File: config.mk
export PLATFORM = sky130hd
export DESIGN_NAME = fetch_stage_flat
export DESIGN_NICKNAME = d
export VERILOG_FILES = /design/src/rtl/fetch_stage_if.sv /design/src/rtl/fetch_stage.sv /design/src/flat_wrapper.sv
export SDC_FILE = /design/constraint.sdc
export NUM_CORES = 1
export LEC_CHECK = 0
export BUFFER_PORTS_ARGS = -buffer_cell sky130_fd_sc_hd__buf_2
export CORE_ASPECT_RATIO = 1.4
export CORE_MARGIN = 4
export CORE_UTILIZATION = 55
export CTS_CLUSTER_DIAMETER = 30
export DETAILED_ROUTE_END_ITERATION = 6
export HOLD_SLACK_MARGIN = 0.1
export PLACE_DENSITY_LB_ADDON = 0.05
export SLEW_MARGIN = 10
export SYNTH_ARGS = -nofsm -noshare
export SYNTH_HDL_FRONTEND = slang
export SYNTH_SLANG_ARGS = --single-unit
File: constraint.sdc
create_clock -name clk -period 2.48 [get_ports clk]
set_input_delay 0.496 -clock clk [delete_from_list [all_inputs] [get_ports clk]]
set_output_delay 0.496 -clock clk [all_outputs]
set_load 0.02 [all_outputs]
File: src/rtl/fetch_stage_if.sv
// Instruction-memory request/response bundle between the fetch stage (master)
// and a variable-latency instruction memory (slave).
interface fetch_stage_if;
  logic        imem_req;
  logic [31:0] imem_addr;
  logic        imem_ready;
  logic [31:0] imem_rdata;

  modport master (output imem_req, output imem_addr, input imem_ready, input imem_rdata);
  modport slave  (input imem_req, input imem_addr, output imem_ready, output imem_rdata);
endinterface

File: src/rtl/fetch_stage.sv
// MIPS instruction fetch plus IF/ID register: variable-latency imem, one-entry
// stall hold buffer, decode redirects. Optional counters under FETCH_PERF_EN.
module fetch_stage #(
  parameter logic [31:0] RESET_PC = 32'h0000_0000
) (
  input  logic                 clk,
  input  logic                 reset,
  input  logic                 stallD,
  input  logic                 jumpD,
  input  logic                 pcsrcD,
  input  logic [31:0]          pcjumpD,
  input  logic [31:0]          pcbranchD,
  fetch_stage_if.master        imem,
  output logic [31:0]          instrD,
  output logic [31:0]          pcplus4D,
  output logic                 validD,
  output logic [5:0]           opD,
  output logic [5:0]           functD,
`ifdef FETCH_PERF_EN
  output logic [31:0]          perf_insts,
  output logic [31:0]          perf_bubbles,
`endif
  output logic                 imem_waitF
);

  localparam logic [1:0] S_FETCH = 2'd0;
  localparam logic [1:0] S_HOLD  = 2'd1;
  localparam logic [1:0] S_DRAIN = 2'd2;

  logic [1:0]  state_q, state_d;
  logic [31:0] pc_q, pc_d;
  logic [31:0] instr_q, instr_d;
  logic [31:0] pcplus4_q, pcplus4_d;
  logic        valid_q, valid_d;
  logic [31:0] hold_instr_q, hold_instr_d;
  logic [31:0] hold_pc4_q, hold_pc4_d;
  logic [31:0] redirect_pc_q, redirect_pc_d;
  logic        ifid_load;

  logic        redirect;
  logic [31:0] target;
  logic [31:0] pc4F;

  assign redirect = valid_q & ~stallD & (jumpD | pcsrcD);
  assign target   = jumpD ? pcjumpD : pcbranchD;
  assign pc4F     = pc_q + 32'd4;

  assign imem.imem_req  = (state_q != S_HOLD);
  assign imem.imem_addr = pc_q;
  assign imem_waitF     = ((state_q == S_FETCH) & ~imem.imem_ready) | (state_q == S_DRAIN);

  assign instrD   = instr_q;
  assign pcplus4D = pcplus4_q;
  assign validD   = valid_q;
  assign opD      = instr_q[31:26];
  assign functD   = instr_q[5:0];

  always_comb begin
    state_d       = state_q;
    pc_d          = pc_q;
    instr_d       = instr_q;
    pcplus4_d     = pcplus4_q;
    valid_d       = valid_q;
    hold_instr_d  = hold_instr_q;
    hold_pc4_d    = hold_pc4_q;
    redirect_pc_d = redirect_pc_q;
    ifid_load     = 1'b0;

    case (state_q)
      S_FETCH: begin
        if (redirect) begin
          ifid_load = 1'b1;
          instr_d   = 32'd0;
          valid_d   = 1'b0;
          if (imem.imem_ready) begin
            pc_d = target;
          end else begin
            redirect_pc_d = target;
            state_d       = S_DRAIN;
          end
        end else if (imem.imem_ready) begin
          pc_d = pc4F;
          if (!stallD) begin
            ifid_load = 1'b1;
            instr_d   = imem.imem_rdata;
            pcplus4_d = pc4F;
            valid_d   = 1'b1;
          end else begin
            // Response arrived while decode is frozen: park it until the stall ends.
            hold_instr_d = imem.imem_rdata;
            hold_pc4_d   = pc4F;
            state_d      = S_HOLD;
          end
        end else if (!stallD) begin
          ifid_load = 1'b1;
          instr_d   = 32'd0;
          valid_d   = 1'b0;
        end
      end
      S_HOLD: begin
        if (redirect) begin
          ifid_load = 1'b1;
          instr_d   = 32'd0;
          valid_d   = 1'b0;
          pc_d      = target;
          state_d   = S_FETCH;
        end else if (!stallD) begin
          ifid_load = 1'b1;
          instr_d   = hold_instr_q;
          pcplus4_d = hold_pc4_q;
          valid_d   = 1'b1;
          state_d   = S_FETCH;
        end
      end
      S_DRAIN: begin
        // Old address stays on the bus until the wrong-path response is swallowed.
        if (!stallD) begin
          ifid_load = 1'b1;
          instr_d   = 32'd0;
          valid_d   = 1'b0;
        end
        if (imem.imem_ready) begin
          pc_d    = redirect_pc_q;
          state_d = S_FETCH;
        end
      end
      default: state_d = S_FETCH;
    endcase
  end

  always_ff @(posedge clk or negedge reset) begin
    if (!reset) begin
      state_q       <= S_FETCH;
      pc_q          <= RESET_PC;
      instr_q       <= 32'd0;
      pcplus4_q     <= 32'd0;
      valid_q       <= 1'b0;
      hold_instr_q  <= 32'd0;
      hold_pc4_q    <= 32'd0;
      redirect_pc_q <= 32'd0;
    end else begin
      state_q       <= state_d;
      pc_q          <= pc_d;
      instr_q       <= instr_d;
      pcplus4_q     <= pcplus4_d;
      valid_q       <= valid_d;
      hold_instr_q  <= hold_instr_d;
      hold_pc4_q    <= hold_pc4_d;
      redirect_pc_q <= redirect_pc_d;
    end
  end

`ifdef FETCH_PERF_EN
  logic [31:0] perf_insts_q, perf_bubbles_q;

  always_ff @(posedge clk or negedge reset) begin
    if (!reset) begin
      perf_insts_q   <= 32'd0;
      perf_bubbles_q <= 32'd0;
    end else if (ifid_load) begin
      if (valid_d) perf_insts_q   <= perf_insts_q + 32'd1;
      else         perf_bubbles_q <= perf_bubbles_q + 32'd1;
    end
  end

  assign perf_insts   = perf_insts_q;
  assign perf_bubbles = perf_bubbles_q;
`else
  logic unused_load;
  assign unused_load = ifid_load;
`endif

endmodule

File: src/flat_wrapper.sv
// flat-port wrapper written by rule: the top's interface ports become plain ports
module fetch_stage_flat 
#(
  parameter logic [31:0] RESET_PC = 32'h0000_0000
)
  (clk, reset, stallD, jumpD, pcsrcD, pcjumpD, pcbranchD, instrD, pcplus4D, validD, opD, functD, imem_waitF, imem_imem_req, imem_imem_addr, imem_imem_ready, imem_imem_rdata);
  fetch_stage_if imem_i ();
  input  logic clk;
  input  logic reset;
  input  logic stallD;
  input  logic jumpD;
  input  logic pcsrcD;
  input  logic [31:0] pcjumpD;
  input  logic [31:0] pcbranchD;
  output logic [31:0] instrD;
  output logic [31:0] pcplus4D;
  output logic validD;
  output logic [5:0] opD;
  output logic [5:0] functD;
  output logic imem_waitF;
  output wire logic [$bits(imem_i.imem_req)-1:0] imem_imem_req;
  output wire logic [$bits(imem_i.imem_addr)-1:0] imem_imem_addr;
  input wire logic [$bits(imem_i.imem_ready)-1:0] imem_imem_ready;
  input wire logic [$bits(imem_i.imem_rdata)-1:0] imem_imem_rdata;
  assign imem_imem_req = imem_i.imem_req;
  assign imem_imem_addr = imem_i.imem_addr;
  assign imem_i.imem_ready = imem_imem_ready;
  assign imem_i.imem_rdata = imem_imem_rdata;
  fetch_stage #(.RESET_PC(RESET_PC)) u_core (.clk(clk), .reset(reset), .stallD(stallD), .jumpD(jumpD), .pcsrcD(pcsrcD), .pcjumpD(pcjumpD), .pcbranchD(pcbranchD), .imem(imem_i), .instrD(instrD), .pcplus4D(pcplus4D), .validD(validD), .opD(opD), .functD(functD), .imem_waitF(imem_waitF));
endmodule
# Word-level counts from Yosys, hierarchy flattened
# Index checks and enable logic that the tools add are counted.
op_classes:
  eq_ne: 15
  mux: 34
  bitwise: 8
  reduce_logical: 9
  add_sub_neg: 1
op_table:
  columns: ["op", "n"]
  rows:
  - ["$mux W32", 17]
  - ["$pmux W32 S3", 2]
  - ["$pmux W32 S2", 1]
  - ["$add A32 B3 Y32 const B", 1]
  - ["$mux W2", 7]
  - ["$ne A2 B2 Y1 const B", 6]
  - ["$ne A3 B2 Y1 const B", 3]
  - ["$reduce_and A4 Y1", 2]
  - ["$pmux W2 S3", 1]
  - ["$reduce_and A3 Y1", 2]
  - ["$reduce_and A6 Y1", 1]
  - ["$mux W1", 5]
  - ["$reduce_and A5 Y1", 1]
  - ["$ne A2 B1 Y1 const B", 2]
  - ["$ne A4 B3 Y1 const B", 1]
  - ["$and A1 B1 Y1", 3]
  - ["$ne A3 B3 Y1 const B", 1]
  - ["$not A1 Y1", 3]
  - ["$pmux W1 S3", 1]
  - ["$reduce_bool A3 Y1", 1]
  - ["$eq A2 B1 Y1 const B", 1]
  - ["$eq A2 B2 Y1 const B", 1]
  - ["$logic_not A2 Y1", 1]
  - ["$or A1 B1 Y1", 2]
  - ["$reduce_bool A2 Y1", 1]
word_totals:
  wordCells: 75
  input_bits: 102
  register_bits: 195

# Depth between registers and ports, before layout
depth:
  depth_word: 5
  mapped_depth: 10
  depth_no_buf: 7

# Worst setup path before layout
# OpenSTA, ideal clock, no wires.
synth_path:
  path_type: "flip-flop to flip-flop"
  startpoint: "register u_core.pc_q[2] (netlist: u_core.imem.imem_addr[2])"
  endpoint: "register u_core.pcplus4_q[28] (netlist: u_core.pcplus4D[28])"
  required_ns: 2.338
  synth_period_minus_slack_ns: 2.112
  path_stages_with_launch: 8
  path_buffers: 1
  slack_ns: 0.368
  t_arrival_ns: 1.970
  path_cell_list: "dfrtp_1 -> ha_1 -> nand3_1 -> nor3_2 -> buf_4 -> and4_1 -> xnor2_1 -> o221ai_1"
synth_between:
  elab_chain_cells: 5
synth_lines:
  columns: ["element", "line", "rtl"]
  rows:
  - ["start: declaration", "fetch_stage.sv:31", "logic [31:0] pc_q, pc_d;"]
  - ["start signal: assignment", "fetch_stage.sv:143", "pc_q <= pc_d;"]
  - ["$add A32 B3 Y32", "fetch_stage.sv:46", "assign pc4F = pc_q + 32'd4;"]
  - ["$mux W32", "fetch_stage.sv:83", "if (!stallD) begin"]
  - ["$mux W32", "fetch_stage.sv:81", "end else if (imem.imem_ready) begin"]
  - ["$mux W32", "fetch_stage.sv:71", "if (redirect) begin"]
  - ["$pmux W32 S2", "fetch_stage.sv:69", "case (state_q)"]
  - ["end signal: assignment", "fetch_stage.sv:145", "pcplus4_q <= pcplus4_d;"]
  - ["end: declaration", "fetch_stage.sv:33", "logic [31:0] pcplus4_q, pcplus4_d;"]
# No other way between the ends. The select of a mux whose other input is x is not followed.
# A chain may end at the register's enable or synchronous reset.

# Worst setup path in the final report
layout_path:
  startpoint: "register u_core.state_q[1]"
  endpoint: "output imem_imem_req"
layout_between:
  elab_chain_cells: 1
layout_lines:
  columns: ["element", "line", "rtl"]
  rows:
  - ["start: declaration", "fetch_stage.sv:30", "logic [1:0] state_q, state_d;"]
  - ["start signal: assignment", "fetch_stage.sv:142", "state_q <= state_d;"]
  - ["$ne A2 B1 Y1", "fetch_stage.sv:48", "assign imem.imem_req = (state_q != S_HOLD);"]
  - ["end: declaration", "flat_wrapper.sv:21", "output wire logic [$bits(imem_i.imem_req)-1:0] imem_imem_req;"]
# No other way between the ends.

==> flow_summary.rst <==
.. list-table::
   :header-rows: 1

   * - Metric
     - Value
   * - Clock Tree Root
     - clkbuf_16
   * - Reg2reg end
     - u_core.instrD[10]$_DFFE_PN0P_
   * - Register-to-Register Path Depth
     - 9
   * - Cell with the largest stage delay on the worst path
     - dfrtp_1
   * - Instance count on the critical path
     - 5
   * - Fraction of layout instances using a drive strength above 1
     - ~30%
   * - Sum of overflow across all layers after global routing
     - 0
   * - MaxCap Viol Count
     - 0
   * - Relative max-transition margin
     - between 60% and 70%
   * - Static Leakage
     - approximately 0.0055 uW
   * - Ports placed on the boundary
     - 213
   * - Final sum of negative setup slack
     - 0 ns
   * - Arrival time of data at the critical path endpoint
     - about 1.9 ns
   * - # clock sinks
     - between 150 and 200
   * - Highest-utilization routing layer at the global route stage
     - met2
   * - Final core occ
     - ~67%
   * - Fraction of synthesis flops using an asynchronous set or reset pin
     - 100%
   * - Buffer levels on the longest clock path
     - 2
   * - Number of cells in the design after placement
     - between 1000 and 1500
   * - Area share of the largest cell type after synthesis
     - roughly half
   * - Register-to-Register Setup Slack
     - 0.25 ns
   * - Wire length of the first global-routing pass
     - 39.4 mm
   * - Category of the critical setup timing path
     - flop to output port
   * - Setup Skew
     - roughly 0.010 ns
   * - Signed area change from the synthesized netlist to the final layout
     - 20.1%
   * - Maximum clock frequency
     - around 0.42 GHz
   * - Total die area
     - between 15000 and 20000 um^2
   * - Number of iterations in the first detailed-routing pass
     - 5
   * - Clock period minus final worst setup slack
     - between 2 and 2.5 ns
   * - Power density normalized to cell area
     - between 1000 and 1500 nW/um^2
   * - Final estimated routing congestion in global placement
     - approximately 0.90
   * - Top cell by count, worst path
     - inv_1
   * - Worst r2r src
     - u_core.state_q[1]$_DFFE_PN0P_
   * - Met1 Use GR
     - between 30% and 40%
   * - Number of antenna cells inserted
     - 0
   * - Worst vdd ir
     - ~0.64 mV
   * - Largest net degree at the start of global routing
     - 57
   * - Tightest Hold Check Type
     - primary input to flop
   * - Worst path top cell family by delay
     - buffers and inverters
   * - Count of antenna-violating nets left after detailed routing
     - 0
   * - Via density per instance
     - around 5.6
   * - Element type at the critical path start
     - flop
   * - Summed instance area of the synthesized netlist
     - slightly below 10000 um^2
   * - Final Hold Viols
     - 0
   * - Post-synthesis net count
     - 1100
   * - Total of fill cells in the finished design
     - 1511
   * - Part of the cycle the worst path needs
     - approximately 96%
   * - Remaining routing DRC violations
     - 0
   * - Data required time at the worst endpoint
     - 1.98 ns
   * - Number of buffers inserted during clock tree synthesis
     - 17
   * - Vias
     - 7989
   * - Antenna violations before repair
     - 0
   * - CTS tree
     - done
   * - Total wire length
     - 24.3 mm
   * - Final instance count without filler cells
     - 1422
   * - Avg WL per Cell
     - 17.1 um
   * - Post-synthesis area per instance
     - about 10 um^2
   * - Setup repair after global routing missed its margin
     - false
   * - Max Slew Vio Count
     - 0
   * - Clock transition time at the flip-flop clock pins of the worst setup and hold paths
     - about 0.08 ns
   * - Met3 Track Usage GR
     - ~4.6%
   * - Post-synth top area cell
     - dfrtp_1
   * - Worst Path Buf+Inv
     - 4
   * - Final setup violation count
     - 0
   * - Termination of the worst setup path
     - imem_imem_req
   * - Overall power
     - around 15000 uW
   * - Synthesized flop and latch total
     - approximately 200
   * - Rows
     - between 50 and 60
   * - CP endpoint kind
     - output port
   * - Chip width
     - ~120 um
   * - Critical path launch point
     - u_core.state_q[1]$_DFFE_PN0P_
   * - Gate count after technology mapping
     - a little under 1000
   * - Register area share after synthesis
     - between 50% and 60%
   * - Tightest Pin Transition
     - approximately 0.55 ns
   * - Met2 capacity usage during global routing
     - roughly two fifths
   * - Total number of H-tree levels
     - 4
   * - Longest individual stage delay on the worst path
     - 0.42 ns
   * - Detailed-placement wirelength estimate
     - approximately 18 mm
   * - Area inside the core boundary
     - between 15000 and 20000 um^2
   * - Synthesis Warnings
     - 0
   * - Initial DRC count
     - 491
   * - CP Cell Sequence
     - inv_1 -> ha_1 -> inv_1 -> buf_4 -> buf_2
   * - Distinct cell type count of the synthesized netlist
     - 66
   * - Die height
     - 166 um
   * - Flip-flop cell with the highest count after synthesis
     - dfrtp_1
   * - EDFF count, synth
     - 0
   * - Total global-route track usage
     - 24.7%
   * - Largest driver fanout on the critical path
     - 8
   * - Via count of the first global-routing pass
     - approximately 7600
   * - Starting density of the core
     - 56.0%
   * - Worst Min Path Start
     - imem_imem_rdata[26]
   * - Outcome
     - completed
   * - Top cell types by occurrence after synthesis
     - dfrtp_1, nand2_1, o21ai_0, nor2_1, a21oi_1
   * - Count of buffers inserted at the top-level ports
     - 212
   * - Most frequent cell after synthesis
     - dfrtp_1
   * - Clk Latency, worst-skew pair
     - between 0.4 and 0.5 ns
   * - Nets
     - between 1000 and 1500
   * - Top cells by area in the synthesized netlist
     - dfrtp_1, mux2_2, nand2_1
## cell type report
cell class              instances  area [um^2]  share of cell area, %
well taps                     236          295                   2.52
repair buffers                253         1530                   13.1
clock buffers                  17          425                   3.63
clock inverters                15          141                   1.21
flip-flops and latches        195         4880                   41.7
inverters                      17         63.8                  0.545
multi-input cells             689         4380                   37.4
## cell usage in the layout, fill, tap and decap left out, types with 10 or more instances in the layout
cell and n:
mux2_2 49, clkbuf_16 17, a22oi_1 34, nand4_1 10
dfrtp_1 195, o21ai_0 100, xnor2_1 17, inv_1 17
mux2i_1 44, buf_4 28, xor2_1 11, nand3_1 13
nor3_1 12, buf_12 12, o221ai_1 14, a21oi_1 51
nor2_1 72, buf_2 211, nand2_1 142
## worst min-delay path by stage
stage	endpoint	slack (ns)	cells past startpoint
final	u_core.hold_instr_q[26]$_DFFE_PN0P_	0.31	2
after global routing	u_core.hold_instr_q[6]$_DFFE_PN0P_	0.30	2
after CTS	u_core.hold_instr_q[26]$_DFFE_PN0P_	0.29	2
after detailed placement	u_core.instrD[6]$_DFFE_PN0P_	0.41	1
after global placement	u_core.instrD[6]$_DFFE_PN0P_	0.42	1
after floorplan	u_core.hold_instr_q[0]$_DFFE_PN0P_	0.20	0
## registers in the layout (all words and copies together), names as in the netlist
signal	flops
u_core.imem.imem_addr	32
u_core.pcplus4D	32
u_core.hold_instr_q	32
u_core.state_q	2
u_core.redirect_pc_q	32
u_core.hold_pc4_q	32
u_core.instrD	32
u_core.validD	1
## stage by stage
step / cell area (um^2) / hold WS (ns) / setup slack [ns]
finish: 11700 / 0.309 / 0.105
global placement: 11100 / 0.415 / 0.225
floorplan: 9750 / 0.200 / 0.368
detailed placement: 11100 / 0.413 / 0.204
global route: 11700 / 0.300 / 0.0284
CTS: 11700 / 0.291 / 0.110
## worst register-to-register path, cell delays in order (launching register included)
cell and delay [ns]:
dfrtp_1 0.41, inv_1 0.08, ha_1 0.50, and2_1 0.24, buf_12 0.19, o21ai_0 0.14, nand2b_1 0.09, buf_4 0.32
nand2_1 0.12, o21ai_0 0.08
## timing repair
action                                 in CTS  in global routing
gates resized for setup                     0                  0
buffers inserted                            0                  0
hold buffers                                1                  0
endpoints found under the hold margin      29                  0
## report_power, final
group          total [uW]  internal [uW]  switching [uW]
Sequential           5420           4530             889
Combinational        7050           2770            4270
Clock                2670           1340            1330
## routing by layer
metal  vias up  routed length [um]
met2       242               11800
met4         0                 402
met5         -                   0
met3        24                1390
li1       3880                   -
met1      3843               10700
## cells by family after synthesis
| family | count (synthesis) | share of synthesized area, % |
|---|---|---|
| and+or+nand+nor | 291 | 13.6 |
| AOI/OAI and AO/OA | 272 | 17.6 |
| DFF | 195 | 50.0 |
| buffers and inverters | 109 | 5.40 |
| muxes | 93 | 10.2 |
| xor gates and xnor gates | 28 | 2.52 |
| adders and majority gates | 5 | 0.642 |
Note: power is estimated with default switching activity, not from simulation.
